$ cat src/rtl/fpcvt_pkg.sv
// rtl/fpcvt_pkg.sv - shared types, constants and width helper for the sequential int-to-float converter
//
// Contents:
//   state_e      FSM state encoding (IDLE, ABS, NORM, ROUND, DONE)
//   RND_TRUNC    rounding-mode select value for truncation
//   RND_HALFUP   rounding-mode select value for round-half-up
//   dw_of()      input word width derived from mantissa and exponent widths
package fpcvt_pkg;

    typedef enum logic [2:0] {
        ST_IDLE  = 3'd0,
        ST_ABS   = 3'd1,
        ST_NORM  = 3'd2,
        ST_ROUND = 3'd3,
        ST_DONE  = 3'd4
    } state_e;

    localparam logic RND_TRUNC  = 1'b0;
    localparam logic RND_HALFUP = 1'b1;

    // The input spans FW mantissa bits plus one bit per possible exponent
    // step, so a fully normalised magnitude always fits the shifter.
    function automatic int dw_of(input int fw, input int ew);
        return fw + (1 << ew);
    endfunction

endpackage

$ cat src/rtl/fpcvt_round.sv
// rtl/fpcvt_round.sv - combinational mantissa increment with overflow renormalise and saturation
//
// Ports:
//   f_i    [FW-1:0]  truncated mantissa
//   e_i    [EW-1:0]  exponent after normalisation
//   inc_i            add one ulp to the mantissa
//   f_o    [FW-1:0]  rounded mantissa
//   e_o    [EW-1:0]  rounded exponent
module fpcvt_round
    import fpcvt_pkg::*;
#(
    parameter int FW = 4,
    parameter int EW = 3
) (
    input  logic [FW-1:0] f_i,
    input  logic [EW-1:0] e_i,
    input  logic          inc_i,
    output logic [FW-1:0] f_o,
    output logic [EW-1:0] e_o
);

    localparam logic [EW-1:0] E_MAX = '1;
    localparam logic [FW-1:0] F_MAX = '1;
    // Leading one only: the value after a carry out of the mantissa.
    localparam logic [FW-1:0] F_HALF = {1'b1, {(FW-1){1'b0}}};

    logic [FW:0] sum;

    always_comb begin
        sum = {1'b0, f_i} + {{FW{1'b0}}, inc_i};
        f_o = sum[FW-1:0];
        e_o = e_i;
        if (sum[FW]) begin
            // A carry out of the mantissa doubles the value: shift it back
            // into range by bumping the exponent, unless there is no room.
            if (e_i == E_MAX) begin
                f_o = F_MAX;
                e_o = E_MAX;
            end else begin
                f_o = F_HALF;
                e_o = e_i + EW'(1);
            end
        end
    end

endmodule

$ cat src/rtl/fpcvt_seq.sv
// rtl/fpcvt_seq.sv - sequential two's-complement to floating-point converter (value = F * 2^E)
//
// Ports:
//   clk_i        system clock, rising edge
//   rst_i        asynchronous active-high reset
//   in_valid_i   input word valid
//   in_ready_o   converter can accept (IDLE only)
//   in_data_i    [DW-1:0] two's-complement input
//   in_rnd_i     0 = truncate, 1 = round-half-up, sampled with in_data_i
//   out_valid_o  result valid, held until out_ready_i
//   out_ready_i  consumer accepts result
//   out_s_o      sign
//   out_e_o      [EW-1:0] exponent
//   out_f_o      [FW-1:0] mantissa
module fpcvt_seq
    import fpcvt_pkg::*;
#(
    parameter  int FW = 4,
    parameter  int EW = 3,
    localparam int DW = dw_of(FW, EW)
) (
    input  logic          clk_i,
    input  logic          rst_i,
    input  logic          in_valid_i,
    output logic          in_ready_o,
    input  logic [DW-1:0] in_data_i,
    input  logic          in_rnd_i,
    output logic          out_valid_o,
    input  logic          out_ready_i,
    output logic          out_s_o,
    output logic [EW-1:0] out_e_o,
    output logic [FW-1:0] out_f_o
);

    // Magnitude width: the sign bit is dropped after ABS.
    localparam int MW = DW - 1;
    localparam logic [EW-1:0] E_MAX = '1;

    state_e        state_q;
    logic [DW-1:0] data_q;
    logic          rnd_q;
    logic          s_q;
    logic [MW-1:0] mag_q;
    logic [EW-1:0] e_q;
    logic          in_ready_q;
    logic          out_valid_q;
    logic          out_s_q;
    logic [EW-1:0] out_e_q;
    logic [FW-1:0] out_f_q;

    logic [MW-1:0] mag_d;
    logic [FW-1:0] trunc_f;
    logic          round_bit;
    logic          round_inc;
    logic [FW-1:0] rnd_f;
    logic [EW-1:0] rnd_e;

    // Absolute value over MW bits only: every representable |x| except the
    // most negative input fits, and that one case saturates to all ones.
    always_comb begin
        mag_d = data_q[MW-1:0];
        if (data_q[DW-1]) begin
            if (data_q[MW-1:0] == '0) begin
                mag_d = '1;
            end else begin
                mag_d = (~data_q[MW-1:0]) + MW'(1);
            end
        end
    end

    assign trunc_f   = mag_q[MW-1 -: FW];
    assign round_bit = mag_q[MW-1-FW];
    assign round_inc = (rnd_q == RND_HALFUP) && round_bit;

    fpcvt_round #(
        .FW (FW),
        .EW (EW)
    ) u_round (
        .f_i   (trunc_f),
        .e_i   (e_q),
        .inc_i (round_inc),
        .f_o   (rnd_f),
        .e_o   (rnd_e)
    );

    always_ff @(posedge clk_i or posedge rst_i) begin
        if (rst_i) begin
            state_q     <= ST_IDLE;
            data_q      <= '0;
            rnd_q       <= 1'b0;
            s_q         <= 1'b0;
            mag_q       <= '0;
            e_q         <= '0;
            in_ready_q  <= 1'b0;
            out_valid_q <= 1'b0;
            out_s_q     <= 1'b0;
            out_e_q     <= '0;
            out_f_q     <= '0;
        end else begin
            case (state_q)
                ST_IDLE: begin
                    // in_ready stays low during reset and rises on the
                    // first edge after it is released.
                    in_ready_q <= 1'b1;
                    if (in_valid_i && in_ready_q) begin
                        data_q     <= in_data_i;
                        rnd_q      <= in_rnd_i;
                        in_ready_q <= 1'b0;
                        state_q    <= ST_ABS;
                    end
                end
                ST_ABS: begin
                    s_q     <= data_q[DW-1];
                    mag_q   <= mag_d;
                    e_q     <= E_MAX;
                    state_q <= ST_NORM;
                end
                ST_NORM: begin
                    // Stop at the leading one, or at e == 0 where the
                    // result is left denormal (this also covers zero).
                    if (!mag_q[MW-1] && (e_q != '0)) begin
                        mag_q <= {mag_q[MW-2:0], 1'b0};
                        e_q   <= e_q - EW'(1);
                    end else begin
                        state_q <= ST_ROUND;
                    end
                end
                ST_ROUND: begin
                    out_s_q     <= s_q;
                    out_e_q     <= rnd_e;
                    out_f_q     <= rnd_f;
                    out_valid_q <= 1'b1;
                    state_q     <= ST_DONE;
                end
                ST_DONE: begin
                    if (out_ready_i) begin
                        out_valid_q <= 1'b0;
                        in_ready_q  <= 1'b1;
                        state_q     <= ST_IDLE;
                    end
                end
                default: begin
                    out_valid_q <= 1'b0;
                    in_ready_q  <= 1'b0;
                    state_q     <= ST_IDLE;
                end
            endcase
        end
    end

    assign in_ready_o  = in_ready_q;
    assign out_valid_o = out_valid_q;
    assign out_s_o     = out_s_q;
    assign out_e_o     = out_e_q;
    assign out_f_o     = out_f_q;

endmodule

$ cat config.mk
export PLATFORM = sky130hd
export DESIGN_NAME = fpcvt_seq
export DESIGN_NICKNAME = d
export VERILOG_FILES = /design/src/rtl/fpcvt_pkg.sv /design/src/rtl/fpcvt_round.sv /design/src/rtl/fpcvt_seq.sv
export SDC_FILE = /design/constraint.sdc
export NUM_CORES = 1
export LEC_CHECK = 0
export ABC_AREA = 1
export BUFFER_PORTS_ARGS = -buffer_cell sky130_fd_sc_hd__buf_2
export CAP_MARGIN = 20
export CORE_MARGIN = 1
export CORE_UTILIZATION = 62
export DETAILED_ROUTE_END_ITERATION = 10
export PLACE_DENSITY = 0.93
export SKIP_CTS_REPAIR_TIMING = 1
export SLEW_MARGIN = 20
export SYNTH_ARGS = -nofsm -noshare
export SYNTH_HDL_FRONTEND = slang
export SYNTH_HIERARCHICAL = 1
export SYNTH_SLANG_ARGS = --single-unit
$ cat constraint.sdc
create_clock -name clk_i -period 3 [get_ports clk_i]
set_input_delay 0.3 -clock clk_i [delete_from_list [all_inputs] [get_ports clk_i]]
set_output_delay 0.3 -clock clk_i [all_outputs]
set_load 0.02 [all_outputs]
After elaboration in Yosys (flattened, before gate mapping). Cells that the tools add are included. W data, S select, Z words.

Bits in writable memories: 0. Register bits after elaboration: 41. Memories kept: 0. Logic and storage cells: 61. Output and inout port bits: 10. Bits in read-only memories: 0. Latch bits: 0.

Bitwise gates (word level): 3. Equal/unequal tests: 9. Order comparisons: 0. Div/mod/pow operators: 0. Multipliers: 0. Multiplexer cells: 19. Shift-type cells: 0. Add/subtract/negate cells: 4. Reductions and logical operators: 15.

Operators by type and width (count): $mux W11 (3); $pmux W11 S2 (1); $mux W3 (7); $pmux W3 S5 (1); $add A11 B1 Y11 const B (1); $logic_not A11 Y1 (1); $not A11 Y11 (1); $ne A2 B2 Y1 const B (4); $reduce_and A2 Y1 (4); $eq A3 B2 Y1 const B (2); $eq A3 B3 Y1 const B (2); $pmux W1 S3 (2); $pmux W3 S2 (1); $reduce_or A3 Y1 (2); $add A4 B1 Y5 (1); $mux W4 (1); $add A3 B1 Y3 const B (1); $eq A3 B1 Y1 const B (1); $logic_and A1 B1 Y1 (3); $logic_not A3 Y1 (1); $mux W1 (3); $reduce_and A3 Y1 (1); $reduce_bool A3 Y1 (1); $sub A3 B1 Y3 const B (1); 3 further kinds (4).

Depth between registers and ports, before layout.
Depth after elaboration: 5. Mapped depth: 10. Gate-level depth less buffers: 10.

Cells and area by module. The synthesis kept the hierarchy.

By module, submodules not included: fpcvt_seq (cells an instance 253, instances 1, area each 2124.5 µm²); fpcvt_round (cells an instance 39, instances 1, area each 187.7 µm²).

Worst setup path before layout. No wires, ideal clock.

Kind: reg2reg. Start: register e_q[0]. End: register mag_q[5]. Arrival time: 1.416 ns. Setup slack: 1.462 ns. Library setup time: 0.122 ns. Required time: 2.878 ns. Clock period less this slack: 1.538 ns. Stages on the path, launching flop included: 11. Path buffers: 1. Path through: dfrtp_1 -> inv_1 -> ha_1 -> ha_1 -> nor2_1 -> nand2_4 -> nand2_4 -> inv_2 -> buf_6 -> nand2_1 -> o21ai_1.

Longest elaborated chain between the ends: 4.

RTL lines: start, declared (line fpcvt_seq.sv:44) `logic [EW-1:0] e_q;`; start signal, assigned (line fpcvt_seq.sv:123) `e_q <= e_q - EW'(1);`; $reduce_bool A3 Y1 (line fpcvt_seq.sv:121) `if (!mag_q[MW-1] && (e_q != '0)) begin`; $logic_and A1 B1 Y1 (line fpcvt_seq.sv:121); $ne A2 B2 Y1 (no source line); $reduce_and A2 Y1 (no source line); end signal, assigned (line fpcvt_seq.sv:114) `mag_q <= mag_d;`; end signal, assigned (line fpcvt_seq.sv:122) `mag_q <= {mag_q[MW-2:0], 1'b0};`; end, declared (line fpcvt_seq.sv:43) `logic [MW-1:0] mag_q;`.

No other way between the ends. A chain may end at the register's enable or synchronous reset.

Final worst setup path.
Start: register e_q[0]. End: register mag_q[1].

Same word-level chain as after synthesis.

==> metrics.md <==
| Metric | Value |
|---|---|
| Worst slew margin | 66.02% |
| Initial antenna violation count | 0 |
| Most numerous cell in the Yosys netlist | nand2_1 |
| Maximum clock path buffer count | 2 |
| Worst-path clk slew | 0.08 ns |
| Critical Path Start Type | register |
| WP depth | 10 |
| Ys Warns | 6 |
| Final Hold Vio Count | 0 |
| Count of buffer and inverter cells on the critical path | 2 |
| Number of H-tree levels | 2 |
| Row count | 21 |
| Top post-synthesis cells by area | dfrtp_1 (44%), nand2_1 (17%), inv_1 (4.5%), nor2_1 (4.5%), mux2_2 (3.9%) |
| Wire per inst | 11.66 um |
| Lkg Pwr | 1.376 nW |
| Setup Viol. Count Final | 0 |
| Area leader, netlist | dfrtp_1 |
| Fmax | 557.7 MHz |
| Worst skew pair latency | 0.29 ns |
| IR drop worst, VDD | 0.6482 mV |
| Initial core utilization | 67.18% |
| Hold crit path type | in2async |
| Clock sink count | 41 |
| Worst path max stage delay | 0.41 ns |
| Worst-case reg-to-reg path depth | 10 |
| Pwr Density | 1142 nW/um2 |
| Flops & latches, synth | 41 |
| DRC violations left | 0 |
| Vias | 1899 |
| Max Cap Viol | 0 |
| RSZ-0062 raised after global routing | false |
| Setup_tns | 0 ns |
| Delay-heaviest family, CP | simple AND/OR/NAND/NOR gates |
| Post-synth top cells | nand2_1 (107), dfrtp_1 (41), inv_1 (28), nor2_1 (28), o21ai_0 (14) |
| Hpwl dp | 3264 um |
| # nets final | 343 |
| EDFF count, synth | 0 |
| Synthesized cell area | 2312 um2 |
| Hold_ws | 0.1192 ns |
| WP data required | 3.23 ns |
| Status | complete, no violations |
| Sequential fraction of the synthesis area | 44.37% |
| CP max stage cell | dfrtp_1 |
| Die area | 3978 um2 |
| Final Skew | 0.007405 ns |
| Synth Flop Type | dfrtp_1 |
| IO Count | 27 |
| Die span in x | 63.07 um |
| Syn_nets | 315 |
| GR Overflow Total | 0 |
| Die height | 63.07 um |
| Final period util | 59.77% |
| Critical path arrival | 2.03 ns |
| Mean post-synth cell area | 7.919 um2 |
| GP Congestion | 0.8386 |
| Worst Path Max Fanout | 15 |
| Critical Path, Cell by Cell | inv_1, ha_1, ha_1, nor2_1, nand2_4, nand2_4, inv_2, a21oi_1, nand2_1, nand2_1 |
| Vias in the first global route | 1766 |
| DRT iter0 DRCs | 153 |
| Core region area | 3442 um2 |
| Worst Max-Slew Pin Slew | 0.5098 ns |
| CTS tree | yes |
| I/O Buffers | 26 |
| Setup crit end kind | register |
| Clock root buffer | clkbuf_8 |
| Gate Count Post-Synth | 292 |
| Pin count of the biggest net entering global routing | 42 |
| Drt total wl | 4278 um |
| # diodes | 0 |
| First-pass GRT wire length | 7700 um |
| Final instance area | 2546 um2 |
| Critical path class | reg2reg |
| Total Routing Usage GR | 25.28% |
| Yosys top cell area share | 44.37% |
| TritonCTS Buffers | 5 |
| Filler cells | 264 |
| Pre-antenna DRT Iters | 4 |
| P&R area growth vs syn | 10.12% |
| Post-synth ARST share | 100.0% |
| Ratio of cells with drive above 1 in the final layout | 20.56% |
| Period minus WS final | 1.793 ns |
| Slew Limit Fails | 0 |
| Remaining antenna violation count after routing | 0 |
| Vias per cell | 5.174 |
| Yosys cell types | 32 |
| Placed Area | 2445 um2 |
==> logic make-up after synthesis <==
kind of cell	share of synthesized area (%)
fa+ha+maj	3.247
flops	44.37
compound gates	7.901
mux	3.896
simple gates	31.22
xor+xnor	1.137
buf+inv	8.225
==> registers in the layout (all words and copies together) (netlist names) <==
| name | cells |
|---|---|
| data_q | 12 |
| e_q | 3 |
| in_ready_o | 1 |
| mag_q | 11 |
| out_e_o | 3 |
| out_f_o | 4 |
| out_s_o | 1 |
| out_valid_o | 1 |
| rnd_q | 1 |
| s_q | 1 |
| state_q | 3 |
==> path summary, 6_finish.rpt <==
kind	from	to	slack (ns)
max in group asynchronous	rst_i	data_q[10]	2.52
setup reg to reg	e_q[0]	mag_q[1]	1.21
hold / removal	rst_i	in_ready_o	0.12
hold reg to reg	rnd_q	rnd_q	0.48
min in group clk_i	in_data_i[9]	data_q[9]	0.21
setup / recovery	e_q[0]	mag_q[1]	1.21
==> stage by stage <==
stage | util [%] | total power, mW | instances | setup slack [ns]
after floorplan | - | 2.258 | 292 | 1.462
after global placement | 71.03 | 2.439 | 359 | 1.365
after detailed placement | 71.03 | 2.523 | 359 | 1.234
after CTS | 73.97 | 2.918 | 367 | 1.212
after global routing | 73.97 | 3.191 | 367 | 1.027
final | 73.97 | 2.908 | 367 | 1.207
==> power breakdown <==
| part | switching, mW | internal, mW | leakage, nW |
|---|---|---|---|
| Combinational | 0.943 | 0.539 | 0.831 |
| Sequential | 0.224 | 0.814 | 0.491 |
| Clock | 0.181 | 0.208 | 0.0542 |
==> placed cells by master, fill, tap and decap left out, types with 2 or more instances in the layout <==
| cell | count |
|---|---|
| inv_1 | 28 |
| mux2_2 | 8 |
| clkbuf_8 | 7 |
| nor2_4 | 3 |
| nor3_1 | 3 |
| a31oi_1 | 2 |
| nand2_1 | 107 |
| nor2_1 | 28 |
| nand2_4 | 4 |
| buf_2 | 26 |
| dfrtp_1 | 41 |
| o21ai_1 | 7 |
| nand3_1 | 11 |
| nand2_2 | 4 |
| ha_1 | 6 |
| inv_2 | 6 |
| o21ai_0 | 14 |
| xor2_1 | 2 |
==> worst reg2reg max path: cells and delay by family, from the launching register on <==
family | cells | cell delay, ns
buffers and inverters | 2 | 0.27
AO/OA/AOI/OAI | 1 | 0.16
adder cells (fa/ha/maj) | 2 | 0.38
AND/OR/NAND/NOR | 5 | 0.51
flip-flops | 1 | 0.41
==> metal layers <==
metal  track usage (%)  share of wire, %
met1             31.23                44
met5                 0                 0
met2             41.26                49
met3             6.522               3.7
met4             11.63               2.7
==> layout make-up <==
cell class              instances  area (um2)  area share (%)
multi-input cells             211        1096           43.05
flip-flops and latches         41        1026           40.29
repair buffers                 27       137.6           5.405
inverters                      34       127.6           5.012
clock buffers                   7       96.34           3.784
well taps                      46       57.56           2.260
clock inverters                 1       5.005          0.1966
No activity file was read; power rests on OpenSTA's default activity.
